===== config.mk =====
export PLATFORM = sky130hd
export DESIGN_NAME = cpu_inst_encoder_flat
export DESIGN_NICKNAME = d
export VERILOG_FILES = /design/src/rtl/cpu_inst_encoder_pkg.sv /design/src/rtl/cpu_inst_encoder_if.sv /design/src/rtl/cpu_inst_encoder_skid.sv /design/src/rtl/cpu_inst_encoder.sv /design/src/flat_wrapper.sv
export SDC_FILE = /design/constraint.sdc
export NUM_CORES = 1
export LEC_CHECK = 0
export CAP_MARGIN = 20
export CORE_ASPECT_RATIO = 0.9
export CORE_MARGIN = 2
export CORE_UTILIZATION = 48
export CTS_CLUSTER_SIZE = 20
export DETAILED_ROUTE_END_ITERATION = 10
export PLACE_DENSITY = 0.9
export SKIP_CTS_REPAIR_TIMING = 1
export SYNTH_ARGS = -nofsm -noshare
export SYNTH_HDL_FRONTEND = slang
export SYNTH_HIERARCHICAL = 1
export SYNTH_SLANG_ARGS = --single-unit
export TNS_END_PERCENT = 50

===== constraint.sdc =====
create_clock -name clk -period 2.35 [get_ports clk]
set_clock_uncertainty 0.15 [all_clocks]
set_input_delay 0.47 -clock clk [delete_from_list [all_inputs] [get_ports clk]]
set_output_delay 0.47 -clock clk [all_outputs]
set_load 0.005 [all_outputs]

===== src/rtl/cpu_inst_encoder_pkg.sv =====
// cpu_inst_encoder_pkg
//   Shared opcode and class-code constants for the RV32I instruction
//   encoder (the decoder uses the same values). It also holds the
//   instruction-format enumeration, the 33-bit {err, inst} word carried by
//   the skid buffer, and the immediate range helpers used when
//   CPU_ENC_RANGE_CHECK_EN is defined.
package cpu_inst_encoder_pkg;

  // Major opcodes (inst[6:0])
  localparam logic [6:0] OP_LUI       = 7'b0110111;
  localparam logic [6:0] OP_AUIPC     = 7'b0010111;
  localparam logic [6:0] OP_JAL       = 7'b1101111;
  localparam logic [6:0] OP_JALR      = 7'b1100111;
  localparam logic [6:0] OP_BRANCH    = 7'b1100011;
  localparam logic [6:0] OP_LOAD      = 7'b0000011;
  localparam logic [6:0] OP_STORE     = 7'b0100011;
  localparam logic [6:0] OP_ARLOG_IMM = 7'b0010011;
  localparam logic [6:0] OP_ARLOG     = 7'b0110011;
  localparam logic [6:0] OP_MISC_MEM  = 7'b0001111;
  localparam logic [6:0] OP_SYSTEM    = 7'b1110011;

  // Instruction class codes presented on in_class
  localparam logic [3:0] CLS_LUI       = 4'd0;
  localparam logic [3:0] CLS_AUIPC     = 4'd1;
  localparam logic [3:0] CLS_JAL       = 4'd2;
  localparam logic [3:0] CLS_JALR      = 4'd3;
  localparam logic [3:0] CLS_BRANCH    = 4'd4;
  localparam logic [3:0] CLS_LOAD      = 4'd5;
  localparam logic [3:0] CLS_STORE     = 4'd6;
  localparam logic [3:0] CLS_ARLOG_IMM = 4'd7;
  localparam logic [3:0] CLS_ARLOG     = 4'd8;
  localparam logic [3:0] CLS_MISC_MEM  = 4'd9;
  localparam logic [3:0] CLS_SYSTEM    = 4'd10;

  // addi x0, x0, 0 -- substituted for unknown classes
  localparam logic [31:0] INST_NOP = 32'h0000_0013;

  // funct3 values that select the shift-immediate layout within ARLOG_IMM
  localparam logic [2:0] F3_SLLI      = 3'b001;
  localparam logic [2:0] F3_SRLI_SRAI = 3'b101;

  typedef enum logic [2:0] {
    FMT_R,
    FMT_I,
    FMT_SH,
    FMT_S,
    FMT_B,
    FMT_U,
    FMT_J,
    FMT_BAD
  } fmt_e;

  // Word stored in the skid buffer; err sits in the top bit.
  typedef struct packed {
    logic        err;
    logic [31:0] inst;
  } enc_word_t;

  // Immediate fits a 12-bit signed field (I/S formats).
  function automatic logic fits_s12(input logic [31:0] imm);
    return imm[31:11] == {21{imm[11]}};
  endfunction

  // Immediate fits a 13-bit signed field (B format, before the even check).
  function automatic logic fits_s13(input logic [31:0] imm);
    return imm[31:12] == {20{imm[12]}};
  endfunction

  // Immediate fits a 21-bit signed field (J format, before the even check).
  function automatic logic fits_s21(input logic [31:0] imm);
    return imm[31:20] == {12{imm[20]}};
  endfunction

endpackage


===== src/rtl/cpu_inst_encoder_if.sv =====
// cpu_inst_encoder_if
//   Bundles the encoder's input field handshake and output word handshake.
//   master : the producer/consumer side (debug injector, self-test, bench)
//   slave  : the encoder itself
//   Input side : in_valid, in_ready, in_class, in_funct, in_rd, in_rs1,
//                in_rs2, in_imm
//   Output side: out_valid, out_ready, out_inst, out_err
interface cpu_inst_encoder_if;
  logic        in_valid;
  logic        in_ready;
  logic [3:0]  in_class;
  logic [9:0]  in_funct;
  logic [4:0]  in_rd;
  logic [4:0]  in_rs1;
  logic [4:0]  in_rs2;
  logic [31:0] in_imm;
  logic        out_valid;
  logic        out_ready;
  logic [31:0] out_inst;
  logic        out_err;

  modport master (
    output in_valid, in_class, in_funct, in_rd, in_rs1, in_rs2, in_imm,
    output out_ready,
    input  in_ready, out_valid, out_inst, out_err
  );

  modport slave (
    input  in_valid, in_class, in_funct, in_rd, in_rs1, in_rs2, in_imm,
    input  out_ready,
    output in_ready, out_valid, out_inst, out_err
  );
endinterface


===== src/rtl/cpu_inst_encoder_skid.sv =====
// cpu_inst_encoder_skid
//   Two-entry valid/ready skid buffer for 33-bit {err, inst} words.
//   The main register M drives the outputs and the skid register S absorbs
//   the one word that arrives while M is stalled. in_ready comes straight
//   from a flop (!S.valid), so it has no combinational path from out_ready.
//   Ports:
//     clk, rst             clock, synchronous active-high reset
//     in_valid/in_ready    upstream handshake, in_data word
//     out_valid/out_ready  downstream handshake, out_data word (from M)
module cpu_inst_encoder_skid
  import cpu_inst_encoder_pkg::*;
(
  input  logic      clk,
  input  logic      rst,
  input  logic      in_valid,
  output logic      in_ready,
  input  enc_word_t in_data,
  output logic      out_valid,
  input  logic      out_ready,
  output enc_word_t out_data
);

  logic      m_valid_q, m_valid_d;
  enc_word_t m_data_q, m_data_d;
  logic      s_valid_q, s_valid_d;
  enc_word_t s_data_q, s_data_d;

  logic push;
  logic pop;

  assign push = in_valid && !s_valid_q;
  assign pop  = m_valid_q && out_ready;

  always_comb begin
    m_valid_d = m_valid_q;
    m_data_d  = m_data_q;
    s_valid_d = s_valid_q;
    s_data_d  = s_data_q;
    if (pop && s_valid_q) begin
      // Drain the skid entry into M. push is 0 here because in_ready is low.
      m_data_d  = s_data_q;
      s_valid_d = 1'b0;
    end else begin
      if (pop) begin
        m_valid_d = 1'b0;
      end
      if (push) begin
        if (!m_valid_q || pop) begin
          // M is empty or emptying this cycle: refill it directly, so there
          // is no bubble.
          m_valid_d = 1'b1;
          m_data_d  = in_data;
        end else begin
          s_valid_d = 1'b1;
          s_data_d  = in_data;
        end
      end
    end
  end

  always_ff @(posedge clk) begin
    if (rst) begin
      m_valid_q <= 1'b0;
      m_data_q  <= '0;
      s_valid_q <= 1'b0;
      s_data_q  <= '0;
    end else begin
      m_valid_q <= m_valid_d;
      m_data_q  <= m_data_d;
      s_valid_q <= s_valid_d;
      s_data_q  <= s_data_d;
    end
  end

  assign in_ready  = !s_valid_q;
  assign out_valid = m_valid_q;
  assign out_data  = m_data_q;

endmodule


===== src/rtl/cpu_inst_encoder.sv =====
// cpu_inst_encoder
//   Assembles RV32I instruction words from decoded fields (class, funct,
//   rd, rs1, rs2, imm); this is the inverse of the instruction-register
//   decode. The format mux is combinational, and the {err, inst} result is
//   queued in a two-entry skid buffer.
//   Ports:
//     clk   system clock
//     rst   synchronous active-high reset
//     bus   cpu_inst_encoder_if.slave: in_* field handshake in,
//           out_valid/out_ready/out_inst/out_err word out
//   Build option:
//     CPU_ENC_RANGE_CHECK_EN  when defined, out_err also flags immediates
//                             that do not fit their format. The encoded bits
//                             are still the truncated value.
module cpu_inst_encoder
  import cpu_inst_encoder_pkg::*;
(
  input  logic              clk,
  input  logic              rst,
  cpu_inst_encoder_if.slave bus
);

  fmt_e        fmt;
  logic [6:0]  opcode;
  logic [31:0] enc_inst;
  logic        range_err;
  enc_word_t   enc_word;
  enc_word_t   out_word;

  logic [6:0]  funct7;
  logic [2:0]  funct3;

  assign funct7 = bus.in_funct[9:3];
  assign funct3 = bus.in_funct[2:0];

  // Class -> format and opcode.
  always_comb begin
    fmt    = FMT_BAD;
    opcode = OP_ARLOG_IMM;
    case (bus.in_class)
      CLS_LUI:       begin fmt = FMT_U; opcode = OP_LUI;      end
      CLS_AUIPC:     begin fmt = FMT_U; opcode = OP_AUIPC;    end
      CLS_JAL:       begin fmt = FMT_J; opcode = OP_JAL;      end
      CLS_JALR:      begin fmt = FMT_I; opcode = OP_JALR;     end
      CLS_BRANCH:    begin fmt = FMT_B; opcode = OP_BRANCH;   end
      CLS_LOAD:      begin fmt = FMT_I; opcode = OP_LOAD;     end
      CLS_STORE:     begin fmt = FMT_S; opcode = OP_STORE;    end
      CLS_ARLOG_IMM: begin
        // Shift-immediates carry funct7 in the top bits and a 5-bit shamt.
        if (funct3 == F3_SLLI || funct3 == F3_SRLI_SRAI) begin
          fmt = FMT_SH;
        end else begin
          fmt = FMT_I;
        end
        opcode = OP_ARLOG_IMM;
      end
      CLS_ARLOG:     begin fmt = FMT_R; opcode = OP_ARLOG;    end
      CLS_MISC_MEM:  begin fmt = FMT_I; opcode = OP_MISC_MEM; end
      CLS_SYSTEM:    begin fmt = FMT_I; opcode = OP_SYSTEM;   end
      default:       begin fmt = FMT_BAD; opcode = OP_ARLOG_IMM; end
    endcase
  end

  // Format -> bit layout. Fields a format does not use are dropped.
  always_comb begin
    enc_inst = INST_NOP;
    case (fmt)
      FMT_R:  enc_inst = {funct7, bus.in_rs2, bus.in_rs1, funct3, bus.in_rd, opcode};
      FMT_I:  enc_inst = {bus.in_imm[11:0], bus.in_rs1, funct3, bus.in_rd, opcode};
      FMT_SH: enc_inst = {funct7, bus.in_imm[4:0], bus.in_rs1, funct3, bus.in_rd, opcode};
      FMT_S:  enc_inst = {bus.in_imm[11:5], bus.in_rs2, bus.in_rs1, funct3,
                          bus.in_imm[4:0], opcode};
      FMT_B:  enc_inst = {bus.in_imm[12], bus.in_imm[10:5], bus.in_rs2, bus.in_rs1,
                          funct3, bus.in_imm[4:1], bus.in_imm[11], opcode};
      FMT_U:  enc_inst = {bus.in_imm[31:12], bus.in_rd, opcode};
      FMT_J:  enc_inst = {bus.in_imm[20], bus.in_imm[10:1], bus.in_imm[11],
                          bus.in_imm[19:12], bus.in_rd, opcode};
      default: enc_inst = INST_NOP;
    endcase
  end

`ifdef CPU_ENC_RANGE_CHECK_EN
  // Flag immediates that the chosen format cannot represent exactly.
  always_comb begin
    range_err = 1'b0;
    case (fmt)
      FMT_I, FMT_S: range_err = !fits_s12(bus.in_imm);
      FMT_SH:       range_err = |bus.in_imm[31:5];
      FMT_B:        range_err = !fits_s13(bus.in_imm) || bus.in_imm[0];
      FMT_J:        range_err = !fits_s21(bus.in_imm) || bus.in_imm[0];
      FMT_U:        range_err = |bus.in_imm[11:0];
      default:      range_err = 1'b0;
    endcase
  end
`else
  assign range_err = 1'b0;
`endif

  assign enc_word.inst = enc_inst;
  assign enc_word.err  = (fmt == FMT_BAD) || range_err;

  cpu_inst_encoder_skid u_skid (
    .clk       (clk),
    .rst       (rst),
    .in_valid  (bus.in_valid),
    .in_ready  (bus.in_ready),
    .in_data   (enc_word),
    .out_valid (bus.out_valid),
    .out_ready (bus.out_ready),
    .out_data  (out_word)
  );

  assign bus.out_inst = out_word.inst;
  assign bus.out_err  = out_word.err;

endmodule


===== src/flat_wrapper.sv =====
// flat-port wrapper written by rule: the top's interface ports become plain ports
module cpu_inst_encoder_flat import cpu_inst_encoder_pkg::*;
  (clk, rst, bus_in_valid, bus_in_class, bus_in_funct, bus_in_rd, bus_in_rs1, bus_in_rs2, bus_in_imm, bus_out_ready, bus_in_ready, bus_out_valid, bus_out_inst, bus_out_err);
  cpu_inst_encoder_if bus_i ();
  input  logic clk;
  input  logic rst;
  input wire logic [$bits(bus_i.in_valid)-1:0] bus_in_valid;
  input wire logic [$bits(bus_i.in_class)-1:0] bus_in_class;
  input wire logic [$bits(bus_i.in_funct)-1:0] bus_in_funct;
  input wire logic [$bits(bus_i.in_rd)-1:0] bus_in_rd;
  input wire logic [$bits(bus_i.in_rs1)-1:0] bus_in_rs1;
  input wire logic [$bits(bus_i.in_rs2)-1:0] bus_in_rs2;
  input wire logic [$bits(bus_i.in_imm)-1:0] bus_in_imm;
  input wire logic [$bits(bus_i.out_ready)-1:0] bus_out_ready;
  output wire logic [$bits(bus_i.in_ready)-1:0] bus_in_ready;
  output wire logic [$bits(bus_i.out_valid)-1:0] bus_out_valid;
  output wire logic [$bits(bus_i.out_inst)-1:0] bus_out_inst;
  output wire logic [$bits(bus_i.out_err)-1:0] bus_out_err;
  assign bus_i.in_valid = bus_in_valid;
  assign bus_i.in_class = bus_in_class;
  assign bus_i.in_funct = bus_in_funct;
  assign bus_i.in_rd = bus_in_rd;
  assign bus_i.in_rs1 = bus_in_rs1;
  assign bus_i.in_rs2 = bus_in_rs2;
  assign bus_i.in_imm = bus_in_imm;
  assign bus_i.out_ready = bus_out_ready;
  assign bus_in_ready = bus_i.in_ready;
  assign bus_out_valid = bus_i.out_valid;
  assign bus_out_inst = bus_i.out_inst;
  assign bus_out_err = bus_i.out_err;
  cpu_inst_encoder u_core (.clk(clk), .rst(rst), .bus(bus_i));
endmodule

Yosys cells after proc, flatten, opt, wreduce, memory -nomap -nowiden
Cells that the tools add are included.
Storage, ports and cells
  logic and storage cells: 54
  bits in registers: 68
  output and inout bits: 35
  bits of input ports: 65
Operators by class
  equality and inequality tests: 19
  reductions and logical operators: 17
  bitwise logic cells: 2
  muxes and demuxes: 10
Operators with widths (count)
  one-hot mux 32 bit (7 select lines): 1
  2-to-1 mux 33 bit: 3
  one-hot mux 7 bit (10 select lines): 1
  one-hot mux 3 bit (7 select lines): 1
  equality test 4 x 3 -> 1 bit (second input constant): 4
  equality test 3 bit (second input constant): 5
  equality test 4 bit (second input constant): 3
  equality test 4 x 2 -> 1 bit (second input constant): 2
  equality test 3 x 1 -> 1 bit (second input constant): 2
  equality test 3 x 2 -> 1 bit (second input constant): 2
  equality test 4 x 1 -> 1 bit (second input constant): 1
  logical NOT 4 bit: 1
  AND reduction 2 bit: 2
  nonzero test 2 bit: 2
  OR reduction 2 bit: 2
  OR reduction 4 bit: 1
  logical AND 1 bit: 3
  logical NOT 3 bit: 1
  2-to-1 mux 1 bit: 3
  AND reduction 3 bit: 1
  logical NOT 1 bit: 2
  logical OR 1 bit: 2
  2-to-1 mux 2 bit: 1
  NOT 1 bit: 2

Depth between registers and ports, before layout
  depth after elaboration: 9
  gate-level depth with buffers: 8
  gate-level depth less buffers: 6

By module
Netlist, hierarchy kept.
By module, submodules not included
  cpu_inst_encoder_skid: cells an instance 307, area each 2702.6 µm², instances 1, sequential area each 1361.3 µm²
  cpu_inst_encoder: cells an instance 120, area each 777.0 µm², instances 1, sequential area each 0.0 µm²

Worst setup path after synthesis
OpenSTA, ideal clock, no wires.
  kind: input to register
  start point: in bus_in_class[1]
  end point: reg u_core.u_skid.m_data_q, in the netlist u_core/u_skid/out_data[17]
  stages on the path: 6
  slack: 403 ps
  setup time: 119 ps
  arrival time: 1679 ps
  path buffers: 2
  required time: 2081 ps
  cells stage by stage: buf_2 -> a21oi_2 -> buf_6 -> mux2i_1 -> a21oi_1 -> o221a_1
Between the ends
  longest elaborated chain between the ends: 8
  elaborated cells between the ends (all ways): 25
  classes of those cells: eq/ne: 16; mux: 5; reduce/logical: 4
RTL lines
  from (decl): RTL line flat_wrapper.sv:8  | input wire logic [$bits(bus_i.in_class)-1:0] bus_in_class;
  equality test 4 x 2 -> 1 bit (tied with other cells): RTL line cpu_inst_encoder.sv:40  | case (bus.in_class)
  OR reduction 4 bit (no source line) / OR reduction 2 bit (equally long branches)
  one-hot mux 3 bit (7 select lines) *: RTL line cpu_inst_encoder.sv:40
  equality test 3 bit (tied with other cells): RTL line cpu_inst_encoder.sv:67  | case (fmt)
  one-hot mux 32 bit (7 select lines) *: RTL line cpu_inst_encoder.sv:67
  net u_core.enc_inst[17]: RTL line cpu_inst_encoder.sv:25  | logic [31:0] enc_inst;
  2-to-1 mux 33 bit *: RTL line cpu_inst_encoder_skid.sv:48  | if (!m_valid_q || pop) begin
  2-to-1 mux 33 bit *: RTL line cpu_inst_encoder_skid.sv:47  | if (push) begin
  2-to-1 mux 33 bit *: RTL line cpu_inst_encoder_skid.sv:39  | if (pop && s_valid_q) begin
  to (signal assigned): RTL line cpu_inst_encoder_skid.sv:69  | m_data_q <= m_data_d;
  to (decl): RTL line cpu_inst_encoder_skid.sv:24  | enc_word_t m_data_q, m_data_d;
The timed path passes the listed nets; every way through them passes the cells marked *. The select of a mux whose other input is x is not followed.
A chain may end at the register's enable or synchronous reset.

Worst setup path after layout
  start point: in bus_in_class[1]
  end point: reg u_core.u_skid.m_data_q, in the netlist u_core/u_skid/out_data[31]
The elaborated chain is that of the path after synthesis.

==> results.sh <==
export IMPL_die_width_um=93.7
export IMPL_slew_violations=0
export IMPL_worst_slew_pin_slew_ps=605
export IMPL_fillers=577
export IMPL_multi_input_area_um2=1790
export IMPL_whs_ps=309
export IMPL_tns_ps=0
export IMPL_grt_pass1_wl_um=17100
export IMPL_via_count=3597
export IMPL_relSlewSlack_pct=59.6
export IMPL_synth_compound_area_share_pct=33.8
export IMPL_status="completed"
export IMPL_synth_xor_area_share_pct=0
export IMPL_yosys_cell_types_count=43
export IMPL_fin_cells=631
export IMPL_coreArea_um2=7040
export IMPL_start_util_pct=49.4
export IMPL_finalPower_mw=2.95
export IMPL_dr_pass1_iters=5
export IMPL_synth_area_per_cell_um2=8.15
export IMPL_yosys_warnings=6
export IMPL_drt_total_wl_um=10600
export IMPL_arrival_ps=2360
export IMPL_gp_congestion=0.936
export IMPL_area_growth_synth_to_final_pct=40.5
export IMPL_ys_ff_latch=68
export IMPL_hold_path_class="reg2reg"
export IMPL_grt_usage_pct=27.3
export IMPL_synth_area_um2=3480
export IMPL_design_area_um2=4890
export IMPL_fin_crit_sh_pct=96.9
export IMPL_viasPerCell=5.70
export IMPL_setup_violations=0
export IMPL_rsz0062_at_grt="no"
export IMPL_path_class="in2reg"
export IMPL_io_pins=100
export IMPL_cts_tree="built"
export IMPL_dp_slack_ps=-242
export IMPL_dieArea_um2=7950
export IMPL_r2r_cells=4
export IMPL_die_h_um=84.8
export IMPL_drive_gt1_share_pct=10.6
export IMPL_cap_viol_max_count=0
export IMPL_clk_pin_slew_worst_paths_ps=70
export IMPL_regArea_um2=1360
export IMPL_dpl_cell_area_um2=4670
export IMPL_place_hpwl_um=7520
export IMPL_htree_num_levels=3
export IMPL_start_kind="primary input"
export IMPL_yosys_mux_area_fraction_pct=2.59
export IMPL_synth_simple_area_share_pct=14.1
export IMPL_placed_cells=616
export IMPL_grt_pass1_vias=3461
export IMPL_drc_errors=0
export IMPL_n_antenna_cell=0
export IMPL_yosys_area_top_type="dfxtp_1"
export IMPL_synth_area_leaders="dfxtp_1 39%, a21oi_1 13%, o221a_1 11%"
export IMPL_finalWorstSetupSlack_ps=73.3
export IMPL_worstPathRequired_ps=2430
export IMPL_timing_fmax_mhz=439
export IMPL_whs_path_depth=2
export IMPL_synth_top_area_share_pct=39.1
export IMPL_grt_max_degree=47
export IMPL_cts_root_buf="clkbuf_8"
export IMPL_io_buffers=99
export IMPL_crit_path_end_kind="register"
export IMPL_fin_crit_ps=2280
export IMPL_worstSkewPairLatency_ps=340
export IMPL_ys_seq_area_share_pct=39.1
export IMPL_p_leak_nw=1.80
export IMPL_synthCells=427
export IMPL_drt_iter0_markers=340
export IMPL_power_density_nw_per_um2=603
export IMPL_cts_sinks=68
export IMPL_layout_nets=599
export IMPL_grt_overflow_total=0
export IMPL_synth_top_family_by_area="compound AO/OA/AOI/OAI gates"
export IMPL_utilization_pct=69.4
export IMPL_antenna_found_initial=0
export IMPL_critPathMaxFanout=10
export IMPL_max_vdd_ir_drop_v=0.000346
export IMPL_hold_violations=0
export IMPL_num_rows=29
export IMPL_synthAdderAreaFrac_pct=0.288
export IMPL_drtAntennaViolNets=0
export IMPL_post_drt_wl_per_cell_um=16.8
export IMPL_numCtsBuffers=9
export IMPL_cts_path_max_buffers=2
-- path summary, 6_finish.rpt --
check	endpoint	start	slack, ps
worst min-delay path	u_core/u_skid/s_data_q[12]	u_core/u_skid/s_data_q[12]	310
worst max-delay path	u_core/u_skid/out_data[31]	bus_in_class[1]	70
worst max register to register	u_core/u_skid/out_data[13]	u_core/u_skid/out_valid	780
worst min register to register	u_core/u_skid/s_data_q[12]	u_core/u_skid/s_data_q[12]	310
-- critical path, stage by stage --
cell	delay [ps]
clkdlybuf4s50_1	670
or2_2	200
o32ai_2	90
a222oi_1	370
o21ai_0	280
o221a_1	270
-- power breakdown --
group | switching [mW] | internal, mW
Clock | 0.451 | 0.593
Combinational | 0.281 | 0.356
Sequential | 0.0444 | 1.22
Total | 0.776 | 2.17
-- cell families after synthesis --
group / after synthesis
mux: 9
compound gates: 168
flops: 68
other cells: 1
fa+ha+maj: 1
buf+inv: 73
simple gates: 107
-- cells in the final DEF (no fill, tap or decap), types with 6 or more instances in the layout --
master           synthesis  final
o221a_1                 33     33
a21o_1                   6      6
nor2_1                   8      8
dfxtp_1                 68     68
mux2i_1                  9      9
clkbuf_8                 0      9
nand2_1                 76     76
clkdlybuf4s50_1          0     98
inv_1                   37     37
o21ai_0                 12     12
buf_4                    1     24
a21oi_1                 89     89
a22o_1                   9      9
-- sequential cells by signal, summed over array words and instances (netlist names) --
| name | flops |
|---|---|
| u_core/u_skid/out_data | 33 |
| u_core/u_skid/s_valid_q | 1 |
| u_core/u_skid/s_data_q | 33 |
| u_core/u_skid/out_valid | 1 |
-- routing by layer --
| layer | global-route usage [%] | routed length, µm |
|---|---|---|
| met1 | 35.7 | 4430 |
| met2 | 45.1 | 5090 |
| met3 | 6.01 | 901 |
| met4 | 8.30 | 152 |
| met5 | 0 | 0 |
-- Yosys cell counts, drive strengths merged --
cell type   n
inv        38
o21ai      13
maj3        1
or2b        1
nor2        8
nor3        1
a22oi       5
buf        28
o22a        1
a31o        1
a221o       5
or2         3
dfxtp      68
nand3       2
and2        4
and4bb      1
o32ai       1
clkbuf      7
nand2      76
nand4bb     1
nor2b       3
nand3b      1
a21oi      91
o221a      33
conb        1
a22o        9
mux2i       9
a222oi      1
a21o        6
nand2b      5
a211oi      2
and3        1
-- layout make-up --
cell class / count / area share [%]
multi-input cells: 289 / 36.6
flip-flops and latches: 68 / 27.9
repair buffers: 128 / 25.9
inverters: 38 / 2.92
clock buffers: 9 / 2.53
well taps: 93 / 2.38
clock inverters: 6 / 1.82
Power figures use the tool's default switching activity.
